===== config.mk =====
export PLATFORM = sky130hd
export DESIGN_NAME = v_wb_arbiter
export DESIGN_NICKNAME = d
export VERILOG_FILES = /design/src/rtl/v_wb_arbiter.sv
export SDC_FILE = /design/constraint.sdc
export NUM_CORES = 2
export LEC_CHECK = 0
export CAP_MARGIN = 20
export CORE_AREA = 2 2 543 545
export CTS_CLUSTER_DIAMETER = 60
export DETAILED_ROUTE_END_ITERATION = 8
export DIE_AREA = 0 0 545 547
export HOLD_SLACK_MARGIN = 0.05
export SETUP_SLACK_MARGIN = 0.1
export SYNTH_ARGS = -nofsm -noshare
export SYNTH_HDL_FRONTEND = slang
export SYNTH_SLANG_ARGS = --single-unit

===== constraint.sdc =====
create_clock -name clk -period 3.9 [get_ports clk]
set_clock_uncertainty 0.15 [all_clocks]
set_input_delay 0.39 -clock clk [delete_from_list [all_inputs] [get_ports clk]]
set_output_delay 0.39 -clock clk [all_outputs]
set_load 0.01 [all_outputs]

===== src/rtl/v_wb_arbiter.sv =====
// Vector writeback arbiter: round-robin between ALU register-group writebacks
// and load-unit element writebacks, registered regfile write stage, and a
// pending-write scoreboard with combinational hazard query.
module v_wb_arbiter #(
  parameter int V_REGS = 32,
  parameter int DW     = 128
) (
  input  logic              clk,
  input  logic              nrst,
  // ALU writeback
  input  logic              alu_valid,
  output logic              alu_ready,
  input  logic [4:0]        alu_vd,
  input  logic [2:0]        alu_lmul,
  input  logic [DW-1:0]     alu_data_a,
  input  logic [DW-1:0]     alu_data_b,
  input  logic [DW-1:0]     alu_data_c,
  input  logic [DW-1:0]     alu_data_d,
  // Load-unit element writeback
  input  logic              lsu_valid,
  output logic              lsu_ready,
  input  logic [4:0]        lsu_vd,
  input  logic [4:0]        lsu_el_idx,
  input  logic [DW-1:0]     lsu_data,
  input  logic              lsu_last,
  // Issue marks destination group pending
  input  logic              iss_valid,
  input  logic [4:0]        iss_vd,
  input  logic [2:0]        iss_lmul,
  // Hazard query
  input  logic [4:0]        q_vs1,
  input  logic [4:0]        q_vs2,
  input  logic [2:0]        q_lmul,
  output logic              hazard,
  output logic [V_REGS-1:0] pending,
  // Regfile register port
  output logic              rf_reg_wr_en,
  output logic [4:0]        rf_reg_wr_addr,
  output logic [2:0]        rf_lmul,
  output logic [DW-1:0]     rf_reg_wr_data1,
  output logic [DW-1:0]     rf_reg_wr_data2,
  output logic [DW-1:0]     rf_reg_wr_data3,
  output logic [DW-1:0]     rf_reg_wr_data4,
  // Regfile element port
  output logic              rf_el_wr_en,
  output logic [4:0]        rf_el_reg_wr_addr,
  output logic [4:0]        rf_el_wr_addr,
  output logic [DW-1:0]     rf_el_wr_data
);

  typedef enum logic {
    GRANT_ALU = 1'b0,
    GRANT_LSU = 1'b1
  } grant_e;

  grant_e            last_grant;
  logic              out_last;
  logic              alu_acc;
  logic              lsu_acc;
  logic [V_REGS-1:0] clr_mask;
  logic [V_REGS-1:0] set_mask;

  // Registers vd .. vd+n-1 for group size n; bits shifted past the top drop out.
  function automatic logic [V_REGS-1:0] group_mask(input logic [4:0] vd,
                                                    input logic [2:0] lmul);
    logic [V_REGS-1:0] m;
    int unsigned       n;
    m = '0;
    case (lmul)
      3'd1:    n = 2;
      3'd2:    n = 4;
      default: n = 1;
    endcase
    for (int unsigned i = 0; i < 4; i++) begin
      if (i < n) m = m | (V_REGS'(1) << (32'(vd) + i));
    end
    return m;
  endfunction

  // Round-robin grant; nothing is granted while reset is asserted.
  always_comb begin
    alu_ready = 1'b0;
    lsu_ready = 1'b0;
    if (nrst) begin
      if (alu_valid && lsu_valid) begin
        if (last_grant == GRANT_LSU) alu_ready = 1'b1;
        else                         lsu_ready = 1'b1;
      end else begin
        alu_ready = alu_valid;
        lsu_ready = lsu_valid;
      end
    end
  end

  assign alu_acc = alu_valid & alu_ready;
  assign lsu_acc = lsu_valid & lsu_ready;

  // Remember the most recent winner for the next contest.
  always_ff @(posedge clk) begin
    if (!nrst)        last_grant <= GRANT_LSU;
    else if (alu_acc) last_grant <= GRANT_ALU;
    else if (lsu_acc) last_grant <= GRANT_LSU;
  end

  // Registered regfile write stage; payload fields hold when idle.
  always_ff @(posedge clk) begin
    if (!nrst) begin
      rf_reg_wr_en      <= 1'b0;
      rf_reg_wr_addr    <= '0;
      rf_lmul           <= '0;
      rf_reg_wr_data1   <= '0;
      rf_reg_wr_data2   <= '0;
      rf_reg_wr_data3   <= '0;
      rf_reg_wr_data4   <= '0;
      rf_el_wr_en       <= 1'b0;
      rf_el_reg_wr_addr <= '0;
      rf_el_wr_addr     <= '0;
      rf_el_wr_data     <= '0;
      out_last          <= 1'b0;
    end else begin
      rf_reg_wr_en <= alu_acc;
      rf_el_wr_en  <= lsu_acc;
      if (alu_acc) begin
        rf_reg_wr_addr  <= alu_vd;
        rf_lmul         <= alu_lmul;
        rf_reg_wr_data1 <= alu_data_a;
        rf_reg_wr_data2 <= alu_data_b;
        rf_reg_wr_data3 <= alu_data_c;
        rf_reg_wr_data4 <= alu_data_d;
      end
      if (lsu_acc) begin
        rf_el_reg_wr_addr <= lsu_vd;
        rf_el_wr_addr     <= lsu_el_idx;
        rf_el_wr_data     <= lsu_data;
        out_last          <= lsu_last;
      end
    end
  end

  // Scoreboard update masks: clears come from the write currently in the output stage.
  always_comb begin
    clr_mask = '0;
    set_mask = '0;
    if (rf_reg_wr_en)            clr_mask = clr_mask | group_mask(rf_reg_wr_addr, rf_lmul);
    if (rf_el_wr_en && out_last) clr_mask = clr_mask | (V_REGS'(1) << rf_el_reg_wr_addr);
    if (iss_valid)               set_mask = group_mask(iss_vd, iss_lmul);
  end

  // Pending scoreboard; a same-cycle set overrides a clear.
  always_ff @(posedge clk) begin
    if (!nrst) pending <= '0;
    else       pending <= (pending & ~clr_mask) | set_mask;
  end

  // Read-after-write hazard against either source group.
  always_comb begin
    hazard = |(pending & (group_mask(q_vs1, q_lmul) | group_mask(q_vs2, q_lmul)));
  end

endmodule


## Word-level counts from Yosys, hierarchy flattened

Index checks and enable logic that the tools add are counted.

| word-level totals | value |
|---|---|
| register bits after elaboration | 694 |
| input port bits | 685 |
| word-level logic and storage cells | 123 |

| operators by class | value |
|---|---|
| add/subtract/negate cells | 12 |
| magnitude comparators | 12 |
| equal/unequal tests | 6 |
| shift operators | 17 |
| muxes and demuxes | 38 |
| bitwise logic cells | 20 |
| reductions and logical operators | 4 |

Operators by type and width:

| operator | number |
|---|---|
| 32-bit two-way mux | 27 |
| 32-bit OR | 15 |
| 1-bit by 6-bit left shift with 32-bit output (first input constant) | 12 |
| 1-bit by 32-bit < comparator with 1-bit output (first input constant) | 6 |
| 2-bit by 32-bit < comparator with 1-bit output (first input constant) | 6 |
| 1-bit by 5-bit left shift with 32-bit output (first input constant) | 5 |
| 32-bit AND | 2 |
| 5-bit by 2-bit adder with 6-bit output (second input constant) | 8 |
| 32-bit NOT | 1 |
| 32-bit OR reduction | 1 |
| 5-bit by 1-bit adder with 6-bit output (second input constant) | 4 |
| 3-bit case mux with 2 select lines | 3 |
| 3-bit by 1-bit equality test with 1-bit output (second input constant) | 3 |
| 3-bit by 2-bit equality test with 1-bit output (second input constant) | 3 |
| 1-bit two-way mux | 8 |
| 1-bit AND | 2 |
| 1-bit logical AND | 2 |
| 2-bit nonzero test | 1 |

## Depth between registers and ports, before layout

| logic depth | value |
|---|---|
| depth after elaboration | 20 |
| gate-level depth with buffers | 13 |
| gate-level depth less buffers | 10 |

## Least setup slack after synthesis

No wires, ideal clock.

| timing | value |
|---|---|
| path kind | input-to-output |
| start point | in q_vs1[1] |
| end point | out hazard |
| arrival time | 2.992 ns |
| required time | 3.360 ns |
| slack | 0.368 ns |
| stages | 12 |
| buffers on the path | 2 |
| path through | clkbuf_1 buf_2 inv_1 ha_1 a211o_4 o2111ai_2 nor3_1 or4_1 a222oi_1 o211ai_1 nor4_1 nand4_1 |

| between the ends | value |
|---|---|
| longest elaborated chain between the ends | 11 |

Ends and longest elaborated chain:

| what | line | text |
|---|---|---|
| from (decl) | 31 | `input logic [4:0] q_vs1,` |
| 5-bit by 1-bit adder with 6-bit output / 1-bit by 5-bit left shift with 32-bit output (equally long branches) | 75 | `if (i < n) m = m \| (V_REGS'(1) << (32'(vd) + i));` |
| 1-bit by 6-bit left shift with 32-bit output / 32-bit two-way mux (equally long branches) | 75 |  |
| 32-bit OR | 75 |  |
| 32-bit two-way mux | 75 |  |
| 32-bit OR | 75 |  |
| 32-bit two-way mux | 75 |  |
| 32-bit OR | 75 |  |
| 32-bit two-way mux * | 75 |  |
| 32-bit OR * | 157 | `hazard = \|(pending & (group_mask(q_vs1, q_lmul) \| group_mask(q_vs2, q_lmul)));` |
| 32-bit AND * | 157 |  |
| 32-bit OR reduction * | 157 |  |
| to (decl) | 34 | `output logic hazard,` |

Every way passes the cells marked *; elsewhere a longest branch is shown, timed or not.

## Worst setup path after layout

| timing | value |
|---|---|
| start point | in q_vs2[4] |
| end point | out hazard |

| between the ends | value |
|---|---|
| longest elaborated chain between the ends | 11 |

Ends and longest elaborated chain:

| what | line | text |
|---|---|---|
| from (decl) | 32 | `input logic [4:0] q_vs2,` |
| 5-bit by 1-bit adder with 6-bit output / 1-bit by 5-bit left shift with 32-bit output (equally long branches) | 75 |  |
| 1-bit by 6-bit left shift with 32-bit output / 32-bit two-way mux (equally long branches) | 75 |  |
| 32-bit OR | 75 |  |
| 32-bit two-way mux | 75 |  |
| 32-bit OR | 75 |  |
| 32-bit two-way mux | 75 |  |
| 32-bit OR | 75 |  |
| 32-bit two-way mux * | 75 |  |
| 32-bit OR * | 157 |  |
| 32-bit AND * | 157 |  |
| 32-bit OR reduction * | 157 |  |

Marks and branches as above.

==> out/qor.csv <==
metric,value,unit
Mapped Cells,3973,
CORE AREA,0.293,mm²
Slew headroom,31.3,%
Starting Density,10.1,%
Root Driver,clkbuf_16,
Port Buf Inserts,1379,
Final Slew Violations,0,
Final ANT Viol Nets,0,
"CTS clk-pin slew, worst paths",60,ps
Min Hold Slack,99.3,ps
Die X,545,µm
power density cells,400,mW/mm²
status,"finished, violations left",
CTS tree,built,
Mapped Nets,4670,
RSZ-0062 raised after global routing,true,
share of layout cells above drive strength 1,9.71,%
post-synth cell types,81,
CP Data Arrival Time,3600,ps
CTS Buf Count,119,
PnR worst setup slack,-241,ps
Die Ht,547,µm
crit-path max FO,9,
gr usage total,20.1,%
clk buf depth,4,
detailed placer's ending HPWL,263000,µm
post-synthesis average cell area,7.45,µm²
I/O pins,1380,
max-cap violation count,0,
"leading cell type in the layout, fill and taps excluded",nand2_1,
Core Rows,199,
Residual DRC,0,
Syn Std Cell Area,0.0296,mm²
Max IR drop VDD,0.350,mV
routed vias/inst,3.85,
DR WL/cell,30.8,µm
failing checks,negative setup slack,
largest net degree at the start of global routing,172,
die area,0.298,mm²
"Primary FF master, synth",dfxtp_1,
first-pass GRT wire length,396000,µm
DR iter-0 viols,3585,
# setup viols final,1,
Synth warnings,0,
vias in the first global route,38800,
"commonest cells after routing, fill and taps aside","nand2_1, clkdlybuf4s50_1, dfxtp_1, dlygate4sd3_1, nand3_1",
total number of vias,39300,
DRT Pass-1 Iters,8,
crit path time final,4140,ps
Max Clock Freq,241,MHz
P_leak,24.2,nW
Total Neg Setup Slack,-241,ps
"Hold Vio Cnt, Final",0,
antenna violations before repair,88,
crit end category,primary output,
ys async rst share,0,%
Yosys reg bits,694,
Hold Path Class,primary input to flop,
grt ovf,0,
# H-tree levels,3,
Post-synth EDFFs,0,
Sink Count,694,
sequential area share after synthesis,46.9,%
GP Congestion,0.946,
post-route total power,24.4,mW
Total Wirelength,314000,µm
startpoint type of the worst setup path,primary input,
final-stage net count,6867,
worst slew pin tran,1030,ps
clk_lat worst skew,860,ps
Final period util,106,%
worst setup path category,primary input to primary output,
Synth-to-Final Area Change,106,%
Worst Path Required,3360,ps
-- final timing paths --
check / endpoint / slack (ps) / depth (start not counted) / start
max: hazard / -240 / 15 / q_vs2[4]
min: rf_reg_wr_data2[65]$_SDFFE_PN0P_ / 100 / 3 / alu_data_b[65]
min reg2reg: rf_reg_wr_data2[61]$_SDFFE_PN0P_ / 300 / 2 / rf_reg_wr_data2[61]$_SDFFE_PN0P_
max reg2reg: pending[2]$_SDFF_PN0_ / 540 / 10 / rf_reg_wr_addr[1]$_SDFFE_PN0P_
-- synth_stat cells, drive strengths merged, types with 4 or more instances --
library cell  instances  area, µm²
o41ai                11       96.3
nor2b                49        307
o32ai                17        149
nand2              1437       5400
a222oi               22        220
buf                  53        243
o31ai                14        105
o22ai                33        206
o21a                 22        165
xor2                  8       70.1
o211ai               16        125
a21oi                73        369
a32oi                15        131
and2                 15       93.8
nor3b                 6       45.0
nand3b                8       60.1
dfxtp               694      13900
a22o                  4       35.0
and3                 11       68.8
o221ai               44        385
mux2i                 7       70.1
o21ai               210       1050
a21o                 14        105
a21boi               13        101
xnor2                12        105
or3                   8       50.1
clkbuf              277       1040
o2111ai               6       58.8
a311oi                5       43.8
or3b                 12        105
nand4b                4       35.0
inv                  24       90.1
or2                  12       75.1
nand3               538       2690
nand2b               25        156
a31oi                18        119
nor4                 11       68.8
nor2                 72        270
a22oi                55        413
ha                   12        150
nor3                 29        145
nand4                15       93.8
-- layer usage --
metal	track usage [%]	vias to the layer above	wire length, µm
met1	23.7	18900	125000
li1	-	18000	-
met2	30.3	1973	132000
met4	4.75	30	8090
met3	12.7	370	48000
met5	1.15	-	651
-- stage by stage --
| step | setup WS (ps) | util, % | cells | area, µm² |
|---|---|---|---|---|
| detailed placement | -1340 | 17.0 | 9267 | 49800 |
| floorplan | 368 | - | 3973 | 29600 |
| finish | -241 | 20.9 | 10200 | 61100 |
| global placement | -1480 | 17.0 | 9267 | 49800 |
| CTS | -299 | 20.8 | 10200 | 60800 |
| global route | -277 | 20.9 | 10200 | 61100 |
-- logic make-up (layout without fill, tap and decap cells) --
group,Yosys count,count (layout),share of synthesized area (%)
xor gates and xnor gates,20,20,0.592
AOI/OAI and AO/OA,619,619,14.0
adders and majority gates,12,12,0.507
other,0,29,0
and+or+nand+nor,2266,2266,33.1
muxes,8,8,0.275
buffers and inverters,354,2645,4.64
DFF,694,694,46.9
-- registers in the layout (all words and copies together), names as in the netlist --
register	count
rf_el_wr_addr	5
rf_el_wr_data	128
rf_reg_wr_en	1
rf_reg_wr_data1	128
rf_reg_wr_data2	128
rf_reg_wr_data4	128
pending	32
rf_el_wr_en	1
rf_reg_wr_addr	5
rf_lmul	3
last_grant	1
out_last	1
rf_reg_wr_data3	128
rf_el_reg_wr_addr	5
-- power by group --
group | internal (mW) | switching (mW) | leakage, nW
Combinational | 2.51 | 3.24 | 16.5
Sequential | 7.61 | 0.332 | 5.72
Clock | 6.38 | 4.37 | 1.93
-- critical path, stage by stage --
cell,delay (ps)
clkdlybuf4s50_1,470
buf_6,140
and4b_1,250
buf_4,150
a22oi_2,180
buf_4,180
nor2_1,50
o41ai_2,440
buf_4,180
nand4_1,120
o21ai_0,230
and3_1,210
nand4_1,260
buf_4,240
buf_6,110
-- timing repair --
item / CTS / global route
pin swaps: 9 / 18
gates resized for setup: 37 / 40
hold buffers: 690 / 0
buffers inserted: 3 / 5
gates cloned: 0 / 3
endpoints found under the hold margin: 635 / 0
endpoints found under the setup margin: 1 / 1
-- area by class of cell --
cell class / count / area [µm²]
inverters: 24 / 97.6
well taps: 3919 / 4900
fillers: 32400 / 231000
clock inverters: 58 / 627
repair buffers: 2406 / 23600
flip-flops and latches: 694 / 13900
clock buffers: 157 / 3330
multi-input cells: 2925 / 14600
diodes: 29 / 72.6
(Power assumes the default switching activity.)
